### config.mk
export PLATFORM = sky130hd
export DESIGN_NAME = enemy_ai_sched
export DESIGN_NICKNAME = d
export VERILOG_FILES = /design/src/rtl/enemy_ai_sched.sv
export SDC_FILE = /design/constraint.sdc
export NUM_CORES = 1
export LEC_CHECK = 0
export ABC_AREA = 1
export BUFFER_PORTS_ARGS = -buffer_cell sky130_fd_sc_hd__buf_2
export CORE_MARGIN = 8
export CORE_UTILIZATION = 45
export CTS_BUF_LIST = sky130_fd_sc_hd__clkbuf_4 sky130_fd_sc_hd__clkbuf_8 sky130_fd_sc_hd__clkbuf_16
export CTS_CLUSTER_DIAMETER = 50
export DETAILED_ROUTE_END_ITERATION = 16
export PLACE_DENSITY_LB_ADDON = 0.15
export SKIP_LAST_GASP = 1
export SLEW_MARGIN = 10
export SYNTH_ARGS = -nofsm -noshare
export SYNTH_HDL_FRONTEND = slang
export SYNTH_SLANG_ARGS = --single-unit
export TNS_END_PERCENT = 20
### constraint.sdc
create_clock -name clk -period 2.2 [get_ports clk]
set_clock_uncertainty 0.05 [all_clocks]
set_input_delay 0.44 -clock clk [delete_from_list [all_inputs] [get_ports clk]]
set_output_delay 0.44 -clock clk [all_outputs]
set_load 0.01 [all_outputs]
### src/rtl/enemy_ai_sched.sv
// enemy_ai_sched: frame-paced enemy action picker (dodge / shoot / chase / wander).
// Latency: tick -> S_DECIDE after 1 edge, command visible after the 2nd edge.
// No backpressure: commands are held or pulsed, then a cooldown, all paced by i_tick.
module enemy_ai_sched #(
  parameter int         ATTACK_RANGE    = 320,
  parameter int         DODGE_RANGE     = 96,
  parameter int         HOLD_FRAMES     = 8,
  parameter int         COOLDOWN_FRAMES = 4,
  parameter logic [7:0] LFSR_SEED       = 8'hA5
) (
  input  logic               clk,
  input  logic               rst_n,
  input  logic               i_is_gaming,
  input  logic               i_tick,
  input  logic signed [10:0] i_player_x,
  input  logic signed [10:0] i_enemy_x,
  input  logic signed [10:0] i_goodbullet_x,
  input  logic               i_goodbullet_isE,
  input  logic               i_badbullet_isE,
  input  logic               i_enemy_isJ,
  output logic               o_right,
  output logic               o_left,
  output logic               o_jump,
  output logic               o_squat,
  output logic               o_attack,
  output logic               o_defend,
  output logic               o_busy
);

  typedef enum logic [1:0] {S_IDLE, S_DECIDE, S_ACT, S_COOL} state_t;
  typedef enum logic [2:0] {A_NONE, A_LEFT, A_RIGHT, A_JUMP, A_SQUAT, A_ATTACK, A_DEFEND} act_t;

  localparam logic [11:0] ATK_LIM   = 12'(ATTACK_RANGE);
  localparam logic [11:0] DODGE_LIM = 12'(DODGE_RANGE);
  localparam logic [3:0]  HOLD_LAST = 4'(HOLD_FRAMES - 1);
  localparam logic [3:0]  COOL_LAST = 4'(COOLDOWN_FRAMES - 1);

  state_t      state, state_nxt;
  act_t        act, act_nxt, pick;
  logic [3:0]  cnt, cnt_nxt;
  logic [5:0]  cmd, cmd_nxt;          // {right, left, jump, squat, attack, defend}
  logic        busy_nxt;
  logic [7:0]  lfsr;
  logic [11:0] diff_p, diff_gb, dist_p, dist_gb;
  logic        threat, player_right, act_level, act_breakable;

  // Sign-extend to 12 bits so the difference of two 11-bit positions never overflows.
  assign diff_p       = {i_player_x[10], i_player_x} - {i_enemy_x[10], i_enemy_x};
  assign diff_gb      = {i_goodbullet_x[10], i_goodbullet_x} - {i_enemy_x[10], i_enemy_x};
  assign dist_p       = diff_p[11]  ? (~diff_p + 12'd1)  : diff_p;
  assign dist_gb      = diff_gb[11] ? (~diff_gb + 12'd1) : diff_gb;
  assign threat       = i_goodbullet_isE && (dist_gb <= DODGE_LIM);
  assign player_right = i_player_x > i_enemy_x;

  assign act_level     = (act == A_LEFT) || (act == A_RIGHT) || (act == A_SQUAT) || (act == A_DEFEND);
  assign act_breakable = (act == A_LEFT) || (act == A_RIGHT) || (act == A_SQUAT);

  function automatic logic [5:0] cmd_of(act_t a);
    logic [5:0] c;
    c = '0;
    case (a)
      A_RIGHT:  c = 6'b100000;
      A_LEFT:   c = 6'b010000;
      A_JUMP:   c = 6'b001000;
      A_SQUAT:  c = 6'b000100;
      A_ATTACK: c = 6'b000010;
      A_DEFEND: c = 6'b000001;
      default:  c = 6'b000000;
    endcase
    return c;
  endfunction

  // Action choice: threat, then shoot, then chase, then LFSR-driven wander.
  always_comb begin
    pick = A_NONE;
    if (threat) begin
      pick = (!i_enemy_isJ && lfsr[0]) ? A_JUMP : A_DEFEND;
    end else if (!i_badbullet_isE && (dist_p <= ATK_LIM)) begin
      pick = A_ATTACK;
    end else if (dist_p > ATK_LIM) begin
      pick = player_right ? A_RIGHT : A_LEFT;
    end else begin
      case (lfsr[2:1])
        2'b00:   pick = A_LEFT;
        2'b01:   pick = A_RIGHT;
        2'b10:   pick = A_SQUAT;
        default: pick = A_NONE;
      endcase
    end
  end

  // Next state, tick counter and command; leaving PLAY overrides everything.
  always_comb begin
    state_nxt = state;
    act_nxt   = act;
    cnt_nxt   = cnt;
    cmd_nxt   = cmd;
    case (state)
      S_IDLE: begin
        if (i_tick) begin
          state_nxt = S_DECIDE;
          cnt_nxt   = '0;
        end
      end
      S_DECIDE: begin
        act_nxt   = pick;
        cmd_nxt   = cmd_of(pick);
        state_nxt = S_ACT;
        cnt_nxt   = '0;
      end
      S_ACT: begin
        if (act_breakable && threat) begin
          state_nxt = S_DECIDE;
          cmd_nxt   = '0;
          cnt_nxt   = '0;
        end else if (act_level) begin
          if (i_tick) begin
            if (cnt == HOLD_LAST) begin
              state_nxt = S_COOL;
              cmd_nxt   = '0;
              cnt_nxt   = '0;
            end else begin
              cnt_nxt = cnt + 4'd1;
            end
          end
        end else begin
          // Pulse actions and NONE occupy exactly one cycle.
          state_nxt = S_COOL;
          cmd_nxt   = '0;
          cnt_nxt   = '0;
        end
      end
      default: begin
        cmd_nxt = '0;
        if (i_tick) begin
          if (cnt == COOL_LAST) begin
            state_nxt = S_IDLE;
            cnt_nxt   = '0;
          end else begin
            cnt_nxt = cnt + 4'd1;
          end
        end
      end
    endcase
    if (!i_is_gaming) begin
      state_nxt = S_IDLE;
      cmd_nxt   = '0;
      cnt_nxt   = '0;
    end
    busy_nxt = (state_nxt != S_IDLE);
  end

  // Scheduler registers; outputs are registered so they drop on async reset.
  always_ff @(posedge clk or negedge rst_n) begin
    if (!rst_n) begin
      state  <= S_IDLE;
      act    <= A_NONE;
      cnt    <= '0;
      cmd    <= '0;
      o_busy <= 1'b0;
    end else begin
      state  <= state_nxt;
      act    <= act_nxt;
      cnt    <= cnt_nxt;
      cmd    <= cmd_nxt;
      o_busy <= busy_nxt;
    end
  end

  // Fibonacci LFSR x^8+x^6+x^5+x^4+1, runs only during play, escapes the all-zero lockup.
  always_ff @(posedge clk or negedge rst_n) begin
    if (!rst_n) begin
      lfsr <= LFSR_SEED;
    end else if (lfsr == 8'h00) begin
      lfsr <= 8'h01;
    end else if (i_is_gaming) begin
      lfsr <= {lfsr[6:0], lfsr[7] ^ lfsr[5] ^ lfsr[4] ^ lfsr[3]};
    end
  end

  assign {o_right, o_left, o_jump, o_squat, o_attack, o_defend} = cmd;

endmodule

==> metrics.txt <==
max-slew violations=0; Switch Pwr=1.32 mW; Syn Area/Cell=6.11 um^2; pre-CTS WS=-1.11 ns; CTS tree=done; Final Util=0.556; Power Total=2.77 mW; Worst path max stage delay=0.42 ns; sequential share of power=0.255; HP Class=in2async; number of max-cap violations=0; Initial Util=0.454; area of the mapped netlist=3640 um^2; RSZ-0062 raised after global routing=true; Detail Route Antenna Nets=0; period utilisation layout=1.31; largest net degree at the start of global routing=25; top_reg_cell synth=dfrtp_1; area growth from synthesis to layout=22.3%; Final Hold Fails=0; share of layout cells above drive strength 1=0.273; Worst VDD drop=0.000279 V; Async S/R FF share, synth=1.00; crit path DAT=2.99 ns; Max Root-Sink Buffers=2; # IOs=47; Fin Setup TNS=-9.09 ns; synth cell count leaders=181 x nand2_1, 105 x inv_1, 51 x nand3_1, 45 x nor2_1, 29 x ha_1; Register Area=606 um^2; NumNets Final=758; placement row count=33; worst setup path category=in2reg; vias in the first global route=3,575; wire length per cell=11.0 um; antenna violations before repair=0; nature of the critical path endpoint=flop; placed insts=784; Rel. slew slack=0.616; number of synthesized flops with an enable pin=0; Synth area leaders=nand2_1 19%, dfrtp_1 14%, inv_1 11%, ha_1 10%, nand3_1 7.0%; CP max stage cell=fa_2; via count=3,801; Power per Cell Area=623 nW/um^2; global-route wire length before repair=15,200 um; total die area=11,200 um^2; total gr overflow=0; multi-input logic area=2650 um^2; total buffers and inverters traversed by the critical path=4; Hold Slack=0.0983 ns; drc violations=0; Req. time, crit path=2.32 ns; post-synth top area cell=nand2_1; Sink Count=24; GP Congestion=0.880; total CTS buffers=3; Clock transition at path regs=0.09 ns; crit-path max FO=5; Fillers=798; Final Non-Filler Cells=791; Yosys reg bits=24; Internal Power=1.45 mW; Post-DP Area=4300 um^2; Startpoint Class=input port; Largest delay share family, worst path=simple AND/OR/NAND/NOR gates; DRT Pass-1 Iters=5; combinational share of power=0.635; H-tree depth=1; Clock power frac=0.111; Max Clk Rate=0.348 GHz; Mapped Cells=596; switch share=0.477; cell mode on critical path=nand2_1; Worst R2R Path Depth=10; yosys warns=0; Die X=106 um; worst-margin pin slew=0.574 ns; time the worst path needs with I/O delays and setup=2.87 ns; Worst path depth=24; GRT Total Usage=0.155; Die H=106 um; Setup violations, final=16; Via density=4.81; Core ar.=8010 um^2; Syn Nets=667; Hold Buf Count CTS=0; DP Wirelength=7500 um; port bufs=46; Root Buffer=clkbuf_8; leakage power=2.53 nW; final setup margin=-0.674 ns; Unique masters post-synth=41; n_diodes=0; critical-path cell list=buf_8, inv_12, ha_4, inv_4, fa_2, inv_2, ha_4, a21boi_4, nand3_2, nor2_2, nand2_2, nor2_4, nand3_2, nand2_1, nand2_1, nand3_2, nor2_1, nand2_1, nand2_2, or2_4, nand2_1, nand2_2, nand3_1, nand2_1; failing checks=negative setup slack; worst-skew pair later-pin latency=0.27 ns; design area=4450 um^2; DR iter-0 viols=112; register area share after synthesis=0.166; overall routed net length=8720 um; count leader, synth=nand2_1; Synth top area share=0.187; status=complete, but fails checks
## timing repair
item | 4_1_cts | 5_1_grt
setup endpoints to repair | 16 | 16
pin swaps | 9 | 8
buffers inserted | 0 | 3
resized for setup | 19 | 5
## sequential cells by signal, summed over array words and instances, names as in the netlist
name	cells
lfsr	8
cmd	6
cnt	4
act	3
state	2
o_busy	1
## final timing paths
kind | to | slack [ns] | from
hold reg to reg | cmd[0] | 0.42 | cmd[0]
min in group clk | cmd[0] | 0.42 | cmd[0]
hold / removal | state[1] | 0.1 | rst_n
setup reg to reg | cmd[1] | 0.43 | act[0]
max in group asynchronous | lfsr[7] | 1.63 | rst_n
setup / recovery | cmd[0] | -0.67 | i_player_x[0]
## cell families (layout without fill, tap and decap cells)
logic type,count (synthesis),in the layout,synth area share
compound gates,57,57,0.0939
xor+xnor,9,9,0.0217
fa+ha+maj,31,31,0.111
simple gates,360,360,0.480
buf+inv,115,205,0.128
flops,24,24,0.166
## layout make-up
cell class	instances	area share
multi-input combinational	457	0.594
sequential	24	0.136
timing repair buffer	92	0.133
inverter	109	0.0953
tap	105	0.0295
clock buffer	4	0.0124
## worst reg2reg max path, cell delays in order, from the launching register on
cell	delay, ns
dfrtp_1	0.42
nor2_1	0.15
nor2_1	0.05
a21oi_1	0.26
a21oi_1	0.08
inv_1	0.17
nand4_2	0.15
nand2_4	0.16
nor2_4	0.05
nand3_1	0.08
nand2_1	0.05
## layout by cell type (no fill, tap or decap), drive strengths merged
cell,n
nand2,216
inv,109
buf,92
nand3,63
nor2,55
ha,29
a21oi,24
o21ai,21
dfrtp,20
nand4,16
nand3b,6
xor2,6
clkbuf,4
dfstp,4
xnor2,3
o211ai,3
o21bai,2
nor3,2
fa,2
a21boi,2
o21a,1
a31oi,1
a21o,1
nor4,1
a211oi,1
or2,1
o2111ai,1
## power by group through the flow
| stage | Clock, mW | Combinational [mW] | Sequential [mW] |
|---|---|---|---|
| after floorplan | 0 | 1.31 | 0.701 |
| after global placement | 0 | 1.68 | 0.714 |
| after detailed placement | 0 | 1.72 | 0.716 |
| after CTS | 0.317 | 1.75 | 0.708 |
| after global routing | 0.327 | 2.00 | 0.729 |
| final | 0.306 | 1.76 | 0.707 |
## metal layers
layer	global-route usage	part of all wire
met4	0.0312	0.0068
met1	0.200	0.49
met5	0	0
met2	0.269	0.46
met3	0.0230	0.042
No activity file was read; power rests on OpenSTA's default activity.
